[src/rtl/trojan_leak_rx_if.sv]
// Bundle of the leak-symbol input stream and the reassembled-word output stream.
// master drives symbols and out_ready; slave is the receiver.
interface trojan_leak_rx_if;
   logic        sym_valid;
   logic [1:0]  sym;
   logic [3:0]  sel;
   logic        out_valid;
   logic [63:0] out_data;
   logic [1:0]  out_idx;
   logic        out_ready;
   logic [15:0] lanes_done;
   logic        frame_err;

   modport master (
      output sym_valid, sym, sel, out_ready,
      input  out_valid, out_data, out_idx, lanes_done, frame_err
   );

   modport slave (
      input  sym_valid, sym, sel, out_ready,
      output out_valid, out_data, out_idx, lanes_done, frame_err
   );
endinterface

[src/rtl/trojan_leak_rx.sv]
// Reassembles 2-bit leak symbols into 16-bit lane words and drains four 64-bit words per record.
// Define TROJAN_LEAK_RX_TIMEOUT_EN to abort frames after 4 consecutive idle cycles in RECV.
module trojan_leak_rx (
   input  logic            clk,
   input  logic            rst_n,
   trojan_leak_rx_if.slave bus
);

   typedef enum logic [1:0] {IDLE, RECV, STORE, DRAIN} state_t;

   state_t      state_reg, state_next;
   logic [15:0] word_reg, word_next;
   logic [2:0]  count_reg, count_next;
   logic [3:0]  lsel_reg, lsel_next;
   logic [1:0]  idx_reg, idx_next;
   logic [15:0] lanes_done_reg, lanes_done_next;
   logic [15:0] lanes_merged;
   logic [3:0][63:0] rows;
   logic        do_store;
   logic        drain_done;
`ifdef TROJAN_LEAK_RX_TIMEOUT_EN
   logic [1:0]  gap_reg, gap_next;
   logic        timeout_hit;
`endif

   assign do_store     = (state_reg == STORE);
   assign drain_done   = (state_reg == DRAIN) && bus.out_ready && (idx_reg == 2'd3);
   assign lanes_merged = lanes_done_reg | (16'd1 << lsel_reg);
`ifdef TROJAN_LEAK_RX_TIMEOUT_EN
   assign timeout_hit  = (state_reg == RECV) && !bus.sym_valid && (gap_reg == 2'd3);
`endif

   // State and control registers
   always_ff @(posedge clk or negedge rst_n) begin
      if (!rst_n) begin
         state_reg      <= IDLE;
         word_reg       <= '0;
         count_reg      <= '0;
         lsel_reg       <= '0;
         idx_reg        <= '0;
         lanes_done_reg <= '0;
`ifdef TROJAN_LEAK_RX_TIMEOUT_EN
         gap_reg        <= '0;
`endif
      end else begin
         state_reg      <= state_next;
         word_reg       <= word_next;
         count_reg      <= count_next;
         lsel_reg       <= lsel_next;
         idx_reg        <= idx_next;
         lanes_done_reg <= lanes_done_next;
`ifdef TROJAN_LEAK_RX_TIMEOUT_EN
         gap_reg        <= gap_next;
`endif
      end
   end

   // Next-state and datapath updates
   always_comb begin
      state_next      = state_reg;
      word_next       = word_reg;
      count_next      = count_reg;
      lsel_next       = lsel_reg;
      idx_next        = idx_reg;
      lanes_done_next = lanes_done_reg;
`ifdef TROJAN_LEAK_RX_TIMEOUT_EN
      gap_next        = gap_reg;
`endif
      case (state_reg)
         IDLE: begin
            if (bus.sym_valid) begin
               word_next  = {bus.sym, 14'd0};
               lsel_next  = bus.sel;
               count_next = 3'd1;
               state_next = RECV;
`ifdef TROJAN_LEAK_RX_TIMEOUT_EN
               gap_next   = '0;
`endif
            end
         end
         RECV: begin
            if (bus.sym_valid) begin
               // Shift right so the first symbol ends at word[1:0] after eight symbols
               word_next  = {bus.sym, word_reg[15:2]};
               count_next = count_reg + 3'd1;
               if (count_reg == 3'd7)
                  state_next = STORE;
`ifdef TROJAN_LEAK_RX_TIMEOUT_EN
               gap_next   = '0;
            end else if (gap_reg == 2'd3) begin
               word_next  = '0;
               count_next = '0;
               gap_next   = '0;
               state_next = IDLE;
            end else begin
               gap_next   = gap_reg + 2'd1;
`endif
            end
         end
         STORE: begin
            lanes_done_next = lanes_merged;
            state_next      = (lanes_merged == 16'hFFFF) ? DRAIN : IDLE;
         end
         DRAIN: begin
            if (bus.out_ready) begin
               if (idx_reg == 2'd3) begin
                  idx_next        = '0;
                  lanes_done_next = '0;
                  state_next      = IDLE;
               end else begin
                  idx_next = idx_reg + 2'd1;
               end
            end
         end
         default: state_next = IDLE;
      endcase
   end

   // Each 64-bit entry k collects nibble k of every lane's word
   generate
      for (genvar gk = 0; gk < 4; gk++) begin : gen_row
         logic [63:0] row_reg, row_next;
         for (genvar gi = 0; gi < 16; gi++) begin : gen_lane
            assign row_next[4*gi +: 4] = (do_store && lsel_reg == 4'(gi)) ?
                                         word_reg[4*gk +: 4] : row_reg[4*gi +: 4];
         end
         always_ff @(posedge clk or negedge rst_n) begin
            if (!rst_n)
               row_reg <= '0;
            else if (drain_done)
               row_reg <= '0;
            else
               row_reg <= row_next;
         end
         assign rows[gk] = row_reg;
      end
   endgenerate

   // Outputs
   always_comb begin
      bus.out_valid = 1'b0;
      bus.out_data  = '0;
      bus.out_idx   = '0;
      bus.frame_err = 1'b0;
      if (state_reg == DRAIN) begin
         bus.out_valid = 1'b1;
         bus.out_data  = rows[idx_reg];
         bus.out_idx   = idx_reg;
      end
      if (bus.sym_valid && (state_reg == STORE || state_reg == DRAIN))
         bus.frame_err = 1'b1;
`ifdef TROJAN_LEAK_RX_TIMEOUT_EN
      if (timeout_hit)
         bus.frame_err = 1'b1;
`endif
   end

   assign bus.lanes_done = lanes_done_reg;

endmodule
[src/flat_wrapper.sv]
// flat-port wrapper written by rule: the top's interface ports become plain ports
module trojan_leak_rx_flat 
  (clk, rst_n, bus_sym_valid, bus_sym, bus_sel, bus_out_ready, bus_out_valid, bus_out_data, bus_out_idx, bus_lanes_done, bus_frame_err);
  trojan_leak_rx_if bus_i ();
  input  logic clk;
  input  logic rst_n;
  input wire logic [$bits(bus_i.sym_valid)-1:0] bus_sym_valid;
  input wire logic [$bits(bus_i.sym)-1:0] bus_sym;
  input wire logic [$bits(bus_i.sel)-1:0] bus_sel;
  input wire logic [$bits(bus_i.out_ready)-1:0] bus_out_ready;
  output wire logic [$bits(bus_i.out_valid)-1:0] bus_out_valid;
  output wire logic [$bits(bus_i.out_data)-1:0] bus_out_data;
  output wire logic [$bits(bus_i.out_idx)-1:0] bus_out_idx;
  output wire logic [$bits(bus_i.lanes_done)-1:0] bus_lanes_done;
  output wire logic [$bits(bus_i.frame_err)-1:0] bus_frame_err;
  assign bus_i.sym_valid = bus_sym_valid;
  assign bus_i.sym = bus_sym;
  assign bus_i.sel = bus_sel;
  assign bus_i.out_ready = bus_out_ready;
  assign bus_out_valid = bus_i.out_valid;
  assign bus_out_data = bus_i.out_data;
  assign bus_out_idx = bus_i.out_idx;
  assign bus_lanes_done = bus_i.lanes_done;
  assign bus_frame_err = bus_i.frame_err;
  trojan_leak_rx u_core (.clk(clk), .rst_n(rst_n), .bus(bus_i));
endmodule
[config.mk]
export PLATFORM = sky130hd
export DESIGN_NAME = trojan_leak_rx_flat
export DESIGN_NICKNAME = d
export VERILOG_FILES = /design/src/rtl/trojan_leak_rx_if.sv /design/src/rtl/trojan_leak_rx.sv /design/src/flat_wrapper.sv
export SDC_FILE = /design/constraint.sdc
export NUM_CORES = 1
export LEC_CHECK = 0
export CAP_MARGIN = 20
export CORE_ASPECT_RATIO = 1.2
export CORE_MARGIN = 5
export CORE_UTILIZATION = 45
export CTS_CLUSTER_DIAMETER = 80
export CTS_CLUSTER_SIZE = 30
export DETAILED_ROUTE_END_ITERATION = 10
export PLACE_DENSITY = 0.69
export SLEW_MARGIN = 0
export SYNTH_ARGS = -nofsm -noshare
export SYNTH_HDL_FRONTEND = slang
export SYNTH_SLANG_ARGS = --single-unit
[constraint.sdc]
create_clock -name clk -period 5.3 [get_ports clk]
set_input_delay 0.795 -clock clk [delete_from_list [all_inputs] [get_ports clk]]
set_output_delay 0.795 -clock clk [all_outputs]
set_load 0.03 [all_outputs]
## Word-level counts from Yosys, hierarchy flattened

Cells that the tools add are included.

- Register bits: 299
- Latch bits: 0
- Memory bits (writable): 0
- Bits in read-only memories: 0
- Bits of input ports: 10
- Output and inout bits: 84
- Logic and storage cells: 237
- Memories: 0

- Add/sub/neg operators: 2
- $mul: 0
- Div/mod/pow operators: 0
- $lt $le $gt $ge: 1
- Eq/ne operators: 26
- Shifts and indexed selects: 1
- Mux-type cells: 91
- Bitwise operators: 1
- Reduce and logical (&&, ||, !) cells: 45

Operators by type and width:

| cell | number |
|---|---|
| 64-bit two-way mux | 6 |
| 4-bit two-way mux | 64 |
| 64-bit binary-select mux with 2-bit select | 1 |
| 16-bit two-way mux | 4 |
| 16-bit case mux with 2 select lines | 2 |
| 2-bit nonzero test | 18 |
| 4-bit == test (second input constant) | 8 |
| 1-bit logical AND | 19 |
| 16-bit == test (second input constant) | 1 |
| 4-bit by 3-bit == test with 1-bit output (second input constant) | 4 |
| 2-bit two-way mux | 8 |
| 16-bit bitwise OR | 1 |
| 1-bit by 4-bit left shift with 16-bit output (first input constant) | 1 |
| 4-bit by 2-bit == test with 1-bit output (second input constant) | 2 |
| 2-bit inequality test (second input constant) | 4 |
| 2-bit case mux with 4 select lines | 1 |
| 2-bit == test (second input constant) | 3 |
| 3-bit two-way mux | 2 |
| 3-bit case mux with 2 select lines | 1 |
| 3-bit AND reduction | 2 |
| 5-bit AND reduction | 1 |
| 4-bit by 1-bit == test with 1-bit output (second input constant) | 1 |
| 4-bit logical NOT | 1 |
| 2-bit AND reduction | 2 |
| 9 further kinds | 10 |

## Depth between registers and ports, before layout

Gate-level depths: netlist (run 1).

- Depth after elaboration: 5
- Gate-level depth with buffers: 8
- Gate-level depth less buffers: 7

## Least setup slack after synthesis (run 1)

OpenSTA, ideal clock, no wires.

- Path kind: reg-to-output
- From: register u_core.idx_reg[0]
- To: output bus_out_data[26]
- Arrival: 1648 ps
- Required time: 4505 ps
- Path slack: 2857 ps
- Cell stages (with the launch flop): 6
- Path buffers: 3
- Cell sequence: dfrtp_1 -> clkbuf_1 -> buf_4 -> buf_4 -> mux4_2 -> and2_1

- Word-level cells in the longest chain between the ends: 3

RTL lines:

| what | line | RTL |
|---|---|---|
| from (decl) | trojan_leak_rx.sv:15 | `logic [1:0] idx_reg, idx_next;` |
| from (signal assigned) | trojan_leak_rx.sv:50 | `idx_reg <= idx_next;` |
| 64-bit binary-select mux with 2-bit select | trojan_leak_rx.sv:147 | `bus.out_data = rows[idx_reg];` |
| 64-bit two-way mux (implied by the code) | trojan_leak_rx.sv:147 |  |
| 64-bit two-way mux | trojan_leak_rx.sv:145 | `if (state_reg == DRAIN) begin` |
| to (decl) | flat_wrapper.sv:12 | `output wire logic [$bits(bus_i.out_data)-1:0] bus_out_data;` |

No other way between the ends. The select of a mux whose other input is x is not followed.

## Worst setup path in the final report (run 1)

- From: register u_core.idx_reg[0]
- To: output bus_out_data[19]

Same word-level chain as after synthesis.

==> run summary, run 1 <==
## Worst setup path
• **critical path launch point** u_core.idx_reg[0]
• **type of element launching the critical path** flop
• **type of element capturing the critical path** output pin
• **register-to-register path setup slack** 2050 ps
• **crit path to** bus_out_data[19]
• **worst-path maximum fanout** 36
• **R2R depth** 5
• **Data arrival, critical path** 3190 ps
• **critical register-to-register path endpoint** u_core.gen_row[1].row_reg[19]
• **r2r startpoint** u_core.state_reg[0]
• **Critical Path RT** 4510 ps
• **Setup Crit Path Kind** reg -> out

## GRT
• **Total GRT Usage** 0.2079
• **via count of the first global-routing pass** 10570
• **overflow left after global routing** 0
• **initial antenna violation count** 0
• **largest net degree at the start of global routing** 120
• **first-pass GRT wire length** 59.34 mm

## Die
• **overall die area** 35710 µm²
• **core footprint** 31450 µm²
• **count of standard-cell rows** 71
• **initial standard-cell utilization of the core** 0.4581
• **ports placed on the boundary** 94
• **die height** 206.0 µm
• **die extent in x** 173.3 µm

## STA
• **count of pins over their slew limit** 0
• **crit path time final** 3982 ps
• **unrepaired setup endpoints after global routing** false
• **final setup TNS** 0 ps
• **maximum operating frequency** 251.1 MHz
• **measured slew at the worst slew-check pin** 1209 ps
• **headroom to the max-slew limit** 0.1942
• **Layout Skew** 16.22 ps
• **endpoints failing hold** 0
• **final count of negative-setup-slack endpoints** 0
• **hold slack** 301.8 ps
• **crit share post-route** 0.7514

## Synth
• **synthesis-stage register bit count** 299
• **post-synth cell types** 40
• **share of the synthesized area in the top cell type** 0.5194
• **ranking of synthesized cells by instance count** 568 x sky130_fd_sc_hd__nand2_1, 299 x sky130_fd_sc_hd__dfrtp_1, 261 x sky130_fd_sc_hd__a21oi_1, 67 x sky130_fd_sc_hd__and2_1, 64 x sky130_fd_sc_hd__mux4_2
• **cell type contributing the most total cell area after synthesis** sky130_fd_sc_hd__dfrtp_1
• **count of mapped cells out of synthesis** 1527
• **most instantiated library cell after synthesis** sky130_fd_sc_hd__nand2_1
• **main flop type after synthesis** sky130_fd_sc_hd__dfrtp_1
• **asr flop ratio synth** 1.000
• **number of flops mapped to enable cells by yosys** 0
• **ranking of synthesized cells by area** sky130_fd_sc_hd__dfrtp_1 52%, sky130_fd_sc_hd__nand2_1 15%, sky130_fd_sc_hd__mux4_2 10%
• **Mapped Nets** 1540
• **sequential area share after synthesis** 0.5194
• **YS warnings** 0
• **Mean Syn Cell Area** 9.434 µm²
• **post-synthesis instance area** 14410 µm²

## Routing
• **final wirelength** 37.68 mm
• **DRC violation total after the first TritonRoute iteration** 1357
• **Wirelength per Cell** 19.61 µm
• **Remaining DRCs** 0
• **Via density** 5.636
• **antenna violation net count after detailed routing** 0
• **Via Count** 10830
• **drt first pass iters** 5

## Power and ir drop
• **static leakage** 6.647 nW
• **power density over cell area** 602.8 nW/µm²
• **worst voltage drop across the vdd grid** 0.2782 mV

## Cells and area
• **combined area of the multi-input logic cells** 6255 µm²
• **share of cells above drive strength 1** 0.08882
• **number of inserted filler cells in the final layout** 2897
• **area occupied by registers** 7487 µm²
• **# diodes** 0
• **area of all placed cells without fillers** 15790 µm²
• **Final nets** 1527
• **Largest register FFs** 256
• **layout overhead on the synthesized area** 9.615%

## Min path
• **Hold/Removal Path Class** in -> async

## Clocking
• **# Post-CTS Setup Buffers** 0
• **number of buffers between clock root and the deepest sink** 3
• **CTS buffer count** 14
• **H-tree depth reported by CTS** 1
• **later-pin clock latency in the skew report** 500 ps
• **total number of clock tree sinks** 299
• **Clock transition at path regs** 120 ps
• **Post-CTS Resized** 0
• **CTS tree** done
• **CTS Root Buffer Type** sky130_fd_sc_hd__clkbuf_16
• **post-cts hold buffer count** 0

## Run status
• **result of the run** completed

## Place
• **total cell area at the placement stage** 15320 µm²
• **routability congestion estimate from global placement** 0.8079
• **DPL Wire Length** 22.74 mm
• **PortBufs** 93

## Flow run
• **MaxCap Viol Count** 0

==> layout make-up <==
class                           instances  area share
Sequential cell                       299      0.4742
Multi-Input combinational cell       1092      0.3961
Timing Repair Buffer                  105     0.06894
Tap cell                              401     0.03178
Clock buffer                           18     0.02449
Clock inverter                          4    0.004041
Inverter                                2   0.0004754
==> critical path: stages, from the launching register on <==
cell and delay [ps]:
sky130_fd_sc_hd__dfrtp_4 930, sky130_fd_sc_hd__buf_12 380, sky130_fd_sc_hd__mux4_2 590, sky130_fd_sc_hd__and2_1 180
sky130_fd_sc_hd__clkdlybuf4s50_1 580
==> per-layer routing <==
metal	routed length, µm	vias to the layer above	track usage	share of wire
met3	2246	44	0.02452	0.060
li1	-	5000	-	-
met5	0	-	0	0
met4	755	0	0.04705	0.020
met1	16420	5436	0.2978	0.44
met2	18260	347	0.3449	0.48
==> cell usage in the layout (no fill, tap or decap), types with 5 or more instances in the layout <==
cell type,instances
sky130_fd_sc_hd__and2_1,66
sky130_fd_sc_hd__buf_4,7
sky130_fd_sc_hd__nor2_1,34
sky130_fd_sc_hd__clkbuf_16,15
sky130_fd_sc_hd__dfrtp_1,297
sky130_fd_sc_hd__mux2_2,8
sky130_fd_sc_hd__mux4_2,64
sky130_fd_sc_hd__and3b_1,10
sky130_fd_sc_hd__o21ai_0,22
sky130_fd_sc_hd__nor2_2,8
sky130_fd_sc_hd__buf_12,5
sky130_fd_sc_hd__nor2_4,5
sky130_fd_sc_hd__a21oi_1,261
sky130_fd_sc_hd__clkdlybuf4s50_1,92
sky130_fd_sc_hd__nand2_1,568
==> power breakdown <==
group / internal, mW / total [mW] / switching [mW]
clock network: 0.584 / 1.32 / 0.736
logic: 1.81 / 3.72 / 1.90
registers: 3.21 / 4.48 / 1.28
total: 5.60 / 9.52 / 3.91
==> worst min-delay path by stage <==
| stage | to | slack, ps |
|---|---|---|
| 2_1_floorplan | u_core.count_reg[1] | 450 |
| 3_3_place_gp | u_core.count_reg[2] | 470 |
| 3_5_place_dp | u_core.count_reg[2] | 480 |
| 4_1_cts | u_core.gen_row[0].row_reg[38] | 350 |
| 5_1_grt | u_core.gen_row[0].row_reg[38] | 360 |
| 6_report | u_core.gen_row[3].row_reg[36] | 300 |
==> kinds of logic after synthesis <==
group,count (synthesis),share of synthesized area
muxes,72,0.1063
adders and majority gates,3,0.002606
and+or+nand+nor,727,0.2222
buffers and inverters,136,0.04682
DFF,299,0.5194
AOI/OAI and AO/OA,290,0.1027
==> metrics by stage <==
step	power (mW)	util	setup WS, ps	instances
2_1_floorplan	6.771	-	2857	1527
3_3_place_gp	8.090	0.4871	1746	1898
3_5_place_dp	8.246	0.4871	1612	1898
4_1_cts	9.550	0.5015	1072	1920
5_1_grt	10.08	0.5021	1160	1921
6_report	9.519	0.5021	1318	1921
Power figures use the tool's default switching activity.
==> inputs of run 2 (changes only) <==
Clock period 5.3 ns to 3.8 ns, I/O delays scaled along.
==> run summary, run 2 (synthesis gave the netlist of run 1 again) <==
## Run status
• **result of the run** completed, unchanged

## Place
• **DPL Wire Length** 23.14 mm, was 22.74 mm
• **PortBufs** 93, unchanged
• **routability congestion estimate from global placement** 0.8155, was 0.8079

## Clocking
• **H-tree depth reported by CTS** 1, unchanged
• **total number of clock tree sinks** 299, unchanged
• **post-cts hold buffer count** 0, unchanged
• **Clock transition at path regs** 120 ps, about the same
• **later-pin clock latency in the skew report** 510 ps, was 500 ps
• **CTS tree** done, unchanged
• **number of buffers between clock root and the deepest sink** 3, unchanged
• **Post-CTS Resized** 0, unchanged
• **CTS buffer count** 14, unchanged
• **CTS Root Buffer Type** sky130_fd_sc_hd__clkbuf_16, unchanged
• **# Post-CTS Setup Buffers** 0, unchanged

## Cells and area
• **commonest cells after routing, fill and taps aside** 568 x sky130_fd_sc_hd__nand2_1, 297 x sky130_fd_sc_hd__dfrtp_1, 261 x sky130_fd_sc_hd__a21oi_1, 92 x sky130_fd_sc_hd__clkdlybuf4s50_1, 66 x sky130_fd_sc_hd__and2_1, unchanged
• **most common library cell in the layout ignoring fill and taps** sky130_fd_sc_hd__nand2_1, unchanged
• **number of inserted filler cells in the final layout** 2904, was 2897
• **Final nets** 1535, was 1527
• **Largest register FFs** 256, unchanged
• **share of cells above drive strength 1** 0.09305, was 0.08882
• **# diodes** 0, unchanged
• **Finished Core Util** 0.5045, was 0.5021
• **layout overhead on the synthesized area** 10.13%, was 9.615%

## Worst setup path
• **r2r startpoint** u_core.state_reg[1], was u_core.state_reg[0]
• **critical path's largest stage delay** 600 ps, was 930 ps
• **critical path launch point** u_core.idx_reg[0], unchanged
• **R2R depth** 5, unchanged
• **type of element capturing the critical path** output pin, unchanged
• **type of element launching the critical path** flop, unchanged
• **Data arrival, critical path** 2690 ps, was 3190 ps
• **crit path to** bus_out_data[7], was bus_out_data[19]
• **family with the most delay on the worst path** buffers and inverters, unchanged
• **critical register-to-register path endpoint** u_core.gen_row[0].row_reg[52], was u_core.gen_row[1].row_reg[19]
• **register-to-register path setup slack** 1270 ps, was 2050 ps
• **logic depth of the worst path, buffers included** 4, unchanged
• **worst-path maximum fanout** 46, was 36
• **combined buffer and inverter count along the critical path** 2, unchanged
• **library cell contributing the largest single delay on the critical path** sky130_fd_sc_hd__mux4_2, was sky130_fd_sc_hd__dfrtp_4
• **Critical Path RT** 3230 ps, was 4510 ps
• **critical-path cell list** buf_12 -> mux4_2 -> and2_1 -> clkdlybuf4s50_1, unchanged
• **Setup Crit Path Kind** reg -> out, unchanged

## Die
• **overall die area** 35710 µm², unchanged
• **core footprint** 31450 µm², unchanged
• **count of standard-cell rows** 71, unchanged
• **die height** 206.0 µm, unchanged
• **initial standard-cell utilization of the core** 0.4581, unchanged
• **ports placed on the boundary** 94, unchanged
• **die extent in x** 173.3 µm, unchanged

## STA
• **endpoints failing hold** 0, unchanged
• **headroom to the max-slew limit** 0.2205, was 0.1942
• **maximum operating frequency** 306.6 MHz
• **final setup TNS** 0 ps, unchanged
• **final count of negative-setup-slack endpoints** 0, unchanged
• **Layout Skew** 29.10 ps, was 16.22 ps
• **unrepaired setup endpoints after global routing** false, unchanged
• **crit path time final** 3262 ps
• **count of pins over their slew limit** 0, unchanged
• **measured slew at the worst slew-check pin** 1169 ps, was 1209 ps
• **crit share post-route** 0.8585

## Routing
• **Wirelength per Cell** 19.86 µm, was 19.61 µm
• **DRC violation total after the first TritonRoute iteration** 1186, was 1357
• **Via Count** 10890, was 10830
• **final wirelength** 38.27 mm, was 37.68 mm
• **drt first pass iters** 5, unchanged
• **Remaining DRCs** 0, unchanged
• **antenna violation net count after detailed routing** 0, unchanged
• **Via density** 5.651, was 5.636

## GRT
• **largest net degree at the start of global routing** 101, was 120
• **initial antenna violation count** 0, unchanged
• **overflow left after global routing** 0, unchanged
• **via count of the first global-routing pass** 10840, was 10570
• **first-pass GRT wire length** 61.35 mm, was 59.34 mm
• **Total GRT Usage** 0.2145, was 0.2079

## Power and ir drop
• **total net switching power** 5.507 mW, was 3.915 mW
• **worst voltage drop across the vdd grid** 0.3954 mV, was 0.2782 mV
• **static leakage** 6.682 nW, was 6.647 nW
• **switch share** 0.4136, was 0.4113
• **Reg power frac** 0.453, was 0.471
• **power density over cell area** 839.3 nW/µm², was 602.8 nW/µm²
• **Logic pwr share** 0.412, was 0.391
• **Pint** 7.808 mW, was 5.604 mW
• **portion of total power attributed to the clock network** 0.135, was 0.139

## Flow run
• **MaxCap Viol Count** 0, unchanged

## Min path
• **Hold/Removal Path Class** in -> async, unchanged

-- run 2: stage by stage --
step	power (mW)	cell area [µm²]	setup WS, ps	hold WS [ps]	instances
floorplan	9.444	14410	1582	274.4	1527
global placement	11.39	15400	1062	470.6	1905
detailed placement	11.56	15400	1066	483.0	1905
CTS	13.33	15820	501.4	80.27	1925
global route	14.13	15860	393.9	106.1	1927
finish	13.31	15860	537.9	36.91	1927
-- run 2: metal layers --
layer | GRT usage | wire, µm
met1 | 0.3065 | 16820
met3 | 0.02104 | 2051
met2 | 0.3556 | 18550
met4 | 0.05731 | 850
met5 | 0 | 0
-- run 2: power by group through the flow --
stage	registers [mW]	clock network (mW)	logic (mW)
global placement	6.03	0	5.36
CTS	6.03	1.82	5.49
global route	6.19	1.94	5.99
detailed placement	6.10	0	5.47
finish	6.04	1.79	5.49
floorplan	5.19	0	4.25
-- run 2: worst reg2reg max path, cell delays in order (launching register included) --
cell and delay (ps):
sky130_fd_sc_hd__dfrtp_1 550, sky130_fd_sc_hd__and2_2 490, sky130_fd_sc_hd__buf_4 290, sky130_fd_sc_hd__and3_4 500
sky130_fd_sc_hd__buf_12 420, sky130_fd_sc_hd__a21oi_1 160
-- run 2: how the worst min path moves through the flow --
| stage | startpoint | to | slack [ps] | cells past startpoint |
|---|---|---|---|---|
| after floorplan | rst_n | u_core.bus.lanes_done[0] | 270 | 0 |
| after global placement | u_core.count_reg[2] | u_core.count_reg[2] | 470 | 2 |
| after detailed placement | u_core.count_reg[2] | u_core.count_reg[2] | 480 | 2 |
| after CTS | rst_n | u_core.bus.lanes_done[9] | 80 | 1 |
| after global routing | rst_n | u_core.gen_row[0].row_reg[44] | 110 | 1 |
| final | rst_n | u_core.gen_row[0].row_reg[44] | 40 | 1 |
-- run 2: layout make-up --
cell class,count,area (µm²),share of cell area
inverter,2,7.507,0.0004732
clock inverter,3,41.29,0.002603
timing repair buffer,113,1189,0.07493
multi-input combinational,1092,6255,0.3943
clock buffer,17,382.9,0.02413
sequential,299,7487,0.4720
tap,401,501.7,0.03163
==> patch 1 (settings of run 1) <==
Add a define of `TROJAN_LEAK_RX_TIMEOUT_EN`.
--- a/src/rtl/trojan_leak_rx.sv
+++ b/src/rtl/trojan_leak_rx.sv
@@ -1,4 +1,6 @@
 // Reassembles 2-bit leak symbols into 16-bit lane words and drains four 64-bit words per record.
 // Define TROJAN_LEAK_RX_TIMEOUT_EN to abort frames after 4 consecutive idle cycles in RECV.
+`define TROJAN_LEAK_RX_TIMEOUT_EN
+
 module trojan_leak_rx (
    input  logic            clk,
Formal check against the unedited RTL: not equivalent (Yosys sat finds a counterexample within 10 cycles, from zero or initial values and one cycle with rst_n low).
==> patch 1 against run 1 <==
  * Clock power fell by 5%
  * Critical path type unchanged
  * Total power fell by 2.6%
  * Die area fell by 0.91%
  * Routed wire length rose by 2.1%
  * Largest cell class unchanged
  * Synthesized area fell by 0.96%
  * Design area fell by 0.32%
  * Sequential cell count rose by 2
  * Largest power group unchanged
  * Non-clock buffer count fell by 1
  * Worst setup slack improved by 36 ps
  * Highest routed layer unchanged
  * Global-route usage rose by 0.69 points
==> patch 1: results <==
[clock_network]
h-tree-depth = 1
clock_path_buffers = 3
cts_setup_buffers = 0

[synthesis]
async_flop_share_pct = 100
syn_nets = 1521
yosys.area_share.adder_pct = 0.351
ys_types = 40
synth_compound_area_share_pct = 11.2
synthXorXnorAreaFrac_pct = 0
yosys-mux-area-fraction_pct = 10.6
synth-seq-area-share_pct = 52.8

[detailed_routing]
wl_per_cell_um = 20.2
vias = 10900
first_pass_iters = 7
first_iter_violations = 1292

[place]
gp_congestion = 0.828
dp.final_hpwl_mm = 23.3
place_area_sq_um = 15300
place_ws_ps = 1840

[sta]
slew_headroom_pct = 20.9
fin_skew_ps = 19.5

[grt]
grt_pass1_wl_mm = 61.4
grt_max_degree = 108
grt_usage_pct = 21.5
grt_pass1_vias = 10900

[power]
max-vdd-ir-drop_mv = 0.318

[setup_path]
path_max_fanout = 35
slowest_delay_ps = 920

[layout]
drive_above_1_share_pct = 8.60
fillers = 2908

[status]
outcome = complete, no violations
[patch 1: worst register-to-register path: stages, from the launching register on]
cell	delay, ps
dfrtp_2	960
buf_12	330
ha_1	240
and3_4	910
buf_12	450
a21oi_1	120
[patch 1: where the power goes]
group / switching (W) / leakage [nW] / internal (W)
clock network: 0.000729 / 0.199 / 0.000529
registers: 0.00121 / 3.26 / 0.00330
logic: 0.00169 / 3.12 / 0.00182
total: 0.00363 / 6.58 / 0.00564
[patch 1: worst paths after layout]
check / startpoint / to / slack (ps) / depth (start not counted)
setup reg to reg: u_core.idx_reg[1]$_DFFE_PN0P_ / u_core.gen_row[2].row_reg[30]$_DFFE_PN0P_ / 2140 / 5
max in group asynchronous: rst_n / u_core.gen_row[1].row_reg[26]$_DFFE_PN0P_ / 3720 / 2
setup / recovery: u_core.idx_reg[0]$_DFFE_PN0P_ / bus_out_data[17] / 1350 / 4
hold / removal: rst_n / u_core.gen_row[2].row_reg[57]$_DFFE_PN0P_ / 310 / 1
hold reg to reg: u_core.count_reg[2]$_DFFE_PN0P_ / u_core.count_reg[2]$_DFFE_PN0P_ / 520 / 1
min in group clk: u_core.count_reg[2]$_DFFE_PN0P_ / u_core.count_reg[2]$_DFFE_PN0P_ / 520 / 1
[patch 1: per-stage QoR]
stage | cells | hold WS [ps] | total power [W] | utilization, %
6_report | 1901 | 314 | 0.00927 | 50.2
5_1_grt | 1901 | 357 | 0.00986 | 50.2
4_1_cts | 1899 | 377 | 0.00931 | 50.1
3_5_place_dp | 1880 | 486 | 0.00807 | 48.7
3_3_place_gp | 1880 | 487 | 0.00795 | 48.7
2_1_floorplan | 1507 | 470 | 0.00668 | -
[patch 1: cell families after synthesis]
logic type / count (synthesis)
fa+ha+maj: 4
simple gates: 702
buf+inv: 131
flops: 301
compound gates: 299
mux: 70
[patch 1: metal layers]
| metal | vias to the layer above | GRT usage (%) | share of wire [%] |
|---|---|---|---|
| met5 | - | 0 | 0 |
| met4 | 0 | 5.69 | 2.8 |
| met3 | 67 | 2.45 | 5.4 |
| met2 | 355 | 36.6 | 50 |
| met1 | 5485 | 29.6 | 42 |
| li1 | 4968 | - | - |
[patch 1: cell type report]
type	count	area, sq um	area share (%)
inverters	1	3.75	0.0238
clock buffers	16	379	2.41
flip-flops and latches	301	7540	47.9
multi-input cells	1075	6170	39.2
repair buffers	104	1120	7.10
well taps	401	502	3.19
clock inverters	3	35.0	0.223
==> patch 2 (flow settings as in run 1) <==
Without the edit above. The 4 states of `state_t` get a Gray code encoding in 2 bits.
--- a/src/rtl/trojan_leak_rx.sv
+++ b/src/rtl/trojan_leak_rx.sv
@@ -7,5 +7,5 @@
 );
 
-   typedef enum logic [1:0] {IDLE, RECV, STORE, DRAIN} state_t;
+   typedef enum logic [1:0] {IDLE = 2'b00, RECV = 2'b01, STORE = 2'b11, DRAIN = 2'b10} state_t;
 
    state_t      state_reg, state_next;
Formal check against the unedited RTL: same outputs for any inputs over 10 cycles, from zero or initial values and one cycle with rst_n low; not proved beyond that.
==> patch 2 against run 1 <==
  * Worst setup slack lost 260 ps
  * Design area decreased by 0.55%
  * Total power decreased by 15%
  * Routed wire length rose by 2.6%
  * Die area shrank 1.2%
  * Largest cell class unchanged
  * Clock power up 8%
  * Global-route usage grew 1.2 points
  * Sequential cell count did not move
  * Synthesized area down 1.2%
  * Critical endpoint is now bus_out_data[2]
  * Via count up 0.45%
==> patch 2: results <==
[setup_path]
path_max_fanout = 50
crit_arrival_ps = 3440
r2r_slack_ps = 2300
r2r-end = u_core.bus.lanes_done[7]$_DFFE_PN0P_
critPathLaunch = u_core.state_reg[0]$_DFFE_PN0P_
r2r-start = u_core.idx_reg[1]$_DFFE_PN0P_
endpoint = bus_out_data[2]

[place]
dp.final_hpwl_mm = 23.1
place_ws_ps = 1500
place_area_sq_um = 15200
gp_congestion = 0.831
placed_cells = 1887

[layout]
multi_input_gates = 1082
drive_above_1_share_pct = 8.48
inverters = 4
signal_buffers = 101
layout.nonclk_buf_share_pct = 6.74
clock_area_share_pct = 3.26
clock_buffers = 16
nFlopsAndLatches = 299

[status]
outcome = complete, no violations

[power]
internal-power_w = 0.00504

[synthesis]
yosys.area_share.adder_pct = 0.264
ys_types = 42
synth_compound_area_share_pct = 10.6
netlist_top_cells_area = dfrtp_1 (53%), nand2_1 (15%), mux4_2 (10%), a21oi_1 (9.1%), and2_1 (2.9%)
synth_top_cells_by_count = nand2_1 (570), dfrtp_1 (299), a21oi_1 (259)
synth-seq-area-share_pct = 52.6
avgSynthCellArea_sq_um = 9.38

[detailed_routing]
drt_wl_total_mm = 38.6
vias_per_cell = 5.69
route.met3.wl_mm = 2.88
first_iter_violations = 1148
wl_per_cell_um = 20.2
wl_met2_mm = 18.3

[grt]
use_met1_pct = 32.0
grt_usage_pct = 22.0
grt_max_degree = 157
groute.layer.met3.usage_pct = 3.57
grt_pass1_vias = 10800

[sta]
fmax_ghz = 0.236
fin_skew_ps = 19.7

[clock_network]
cts_made_buffers = 15
[patch 2: changes by cell type after synthesis, moves of 3 or more]
cell,run 1,this run
and3_1,4,1
and3b_1,10,0
buf_2,46,39
buf_6,5,1
clkbuf_1,58,68
nand3_1,4,7
nor2_2,8,5
nor2_4,5,12
nor3_4,4,0
[patch 2: worst min-delay path by stage]
stage,from,to,slack [ps]
2_1_floorplan,u_core.count_reg[1]$_DFFE_PN0P_,u_core.count_reg[1]$_DFFE_PN0P_,450
3_3_place_gp,u_core.count_reg[2]$_DFFE_PN0P_,u_core.count_reg[2]$_DFFE_PN0P_,470
3_5_place_dp,u_core.count_reg[2]$_DFFE_PN0P_,u_core.count_reg[2]$_DFFE_PN0P_,490
4_1_cts,rst_n,u_core.gen_row[3].row_reg[26]$_DFFE_PN0P_,450
5_1_grt,rst_n,u_core.gen_row[3].row_reg[26]$_DFFE_PN0P_,460
6_report,rst_n,u_core.gen_row[3].row_reg[26]$_DFFE_PN0P_,370
[patch 2: worst max-delay path, stage by stage, from the launching register on]
cell             delay [ps]
dfrtp_1                 770
nor2_4                  940
buf_4                   370
and2_1                  170
clkdlybuf4s50_1         670
[patch 2: power groups by stage]
stage | registers, W | logic [W] | clock network (W)
floorplan | 0.00356 | 0.00219 | 0
global placement | 0.00437 | 0.00225 | 0
detailed placement | 0.00441 | 0.00232 | 0
CTS | 0.00436 | 0.00232 | 0.00145
global route | 0.00449 | 0.00256 | 0.00154
finish | 0.00438 | 0.00231 | 0.00143
[patch 2: kinds of logic (layout without fill, tap and decap cells)]
| kind of cell | after synthesis | in the layout |
|---|---|---|
| buffers and inverters | 136 | 128 |
| and+or+nand+nor | 714 | 714 |
| AOI/OAI and AO/OA | 292 | 292 |
| muxes | 73 | 73 |
| adders and majority gates | 3 | 3 |
| DFF | 299 | 299 |
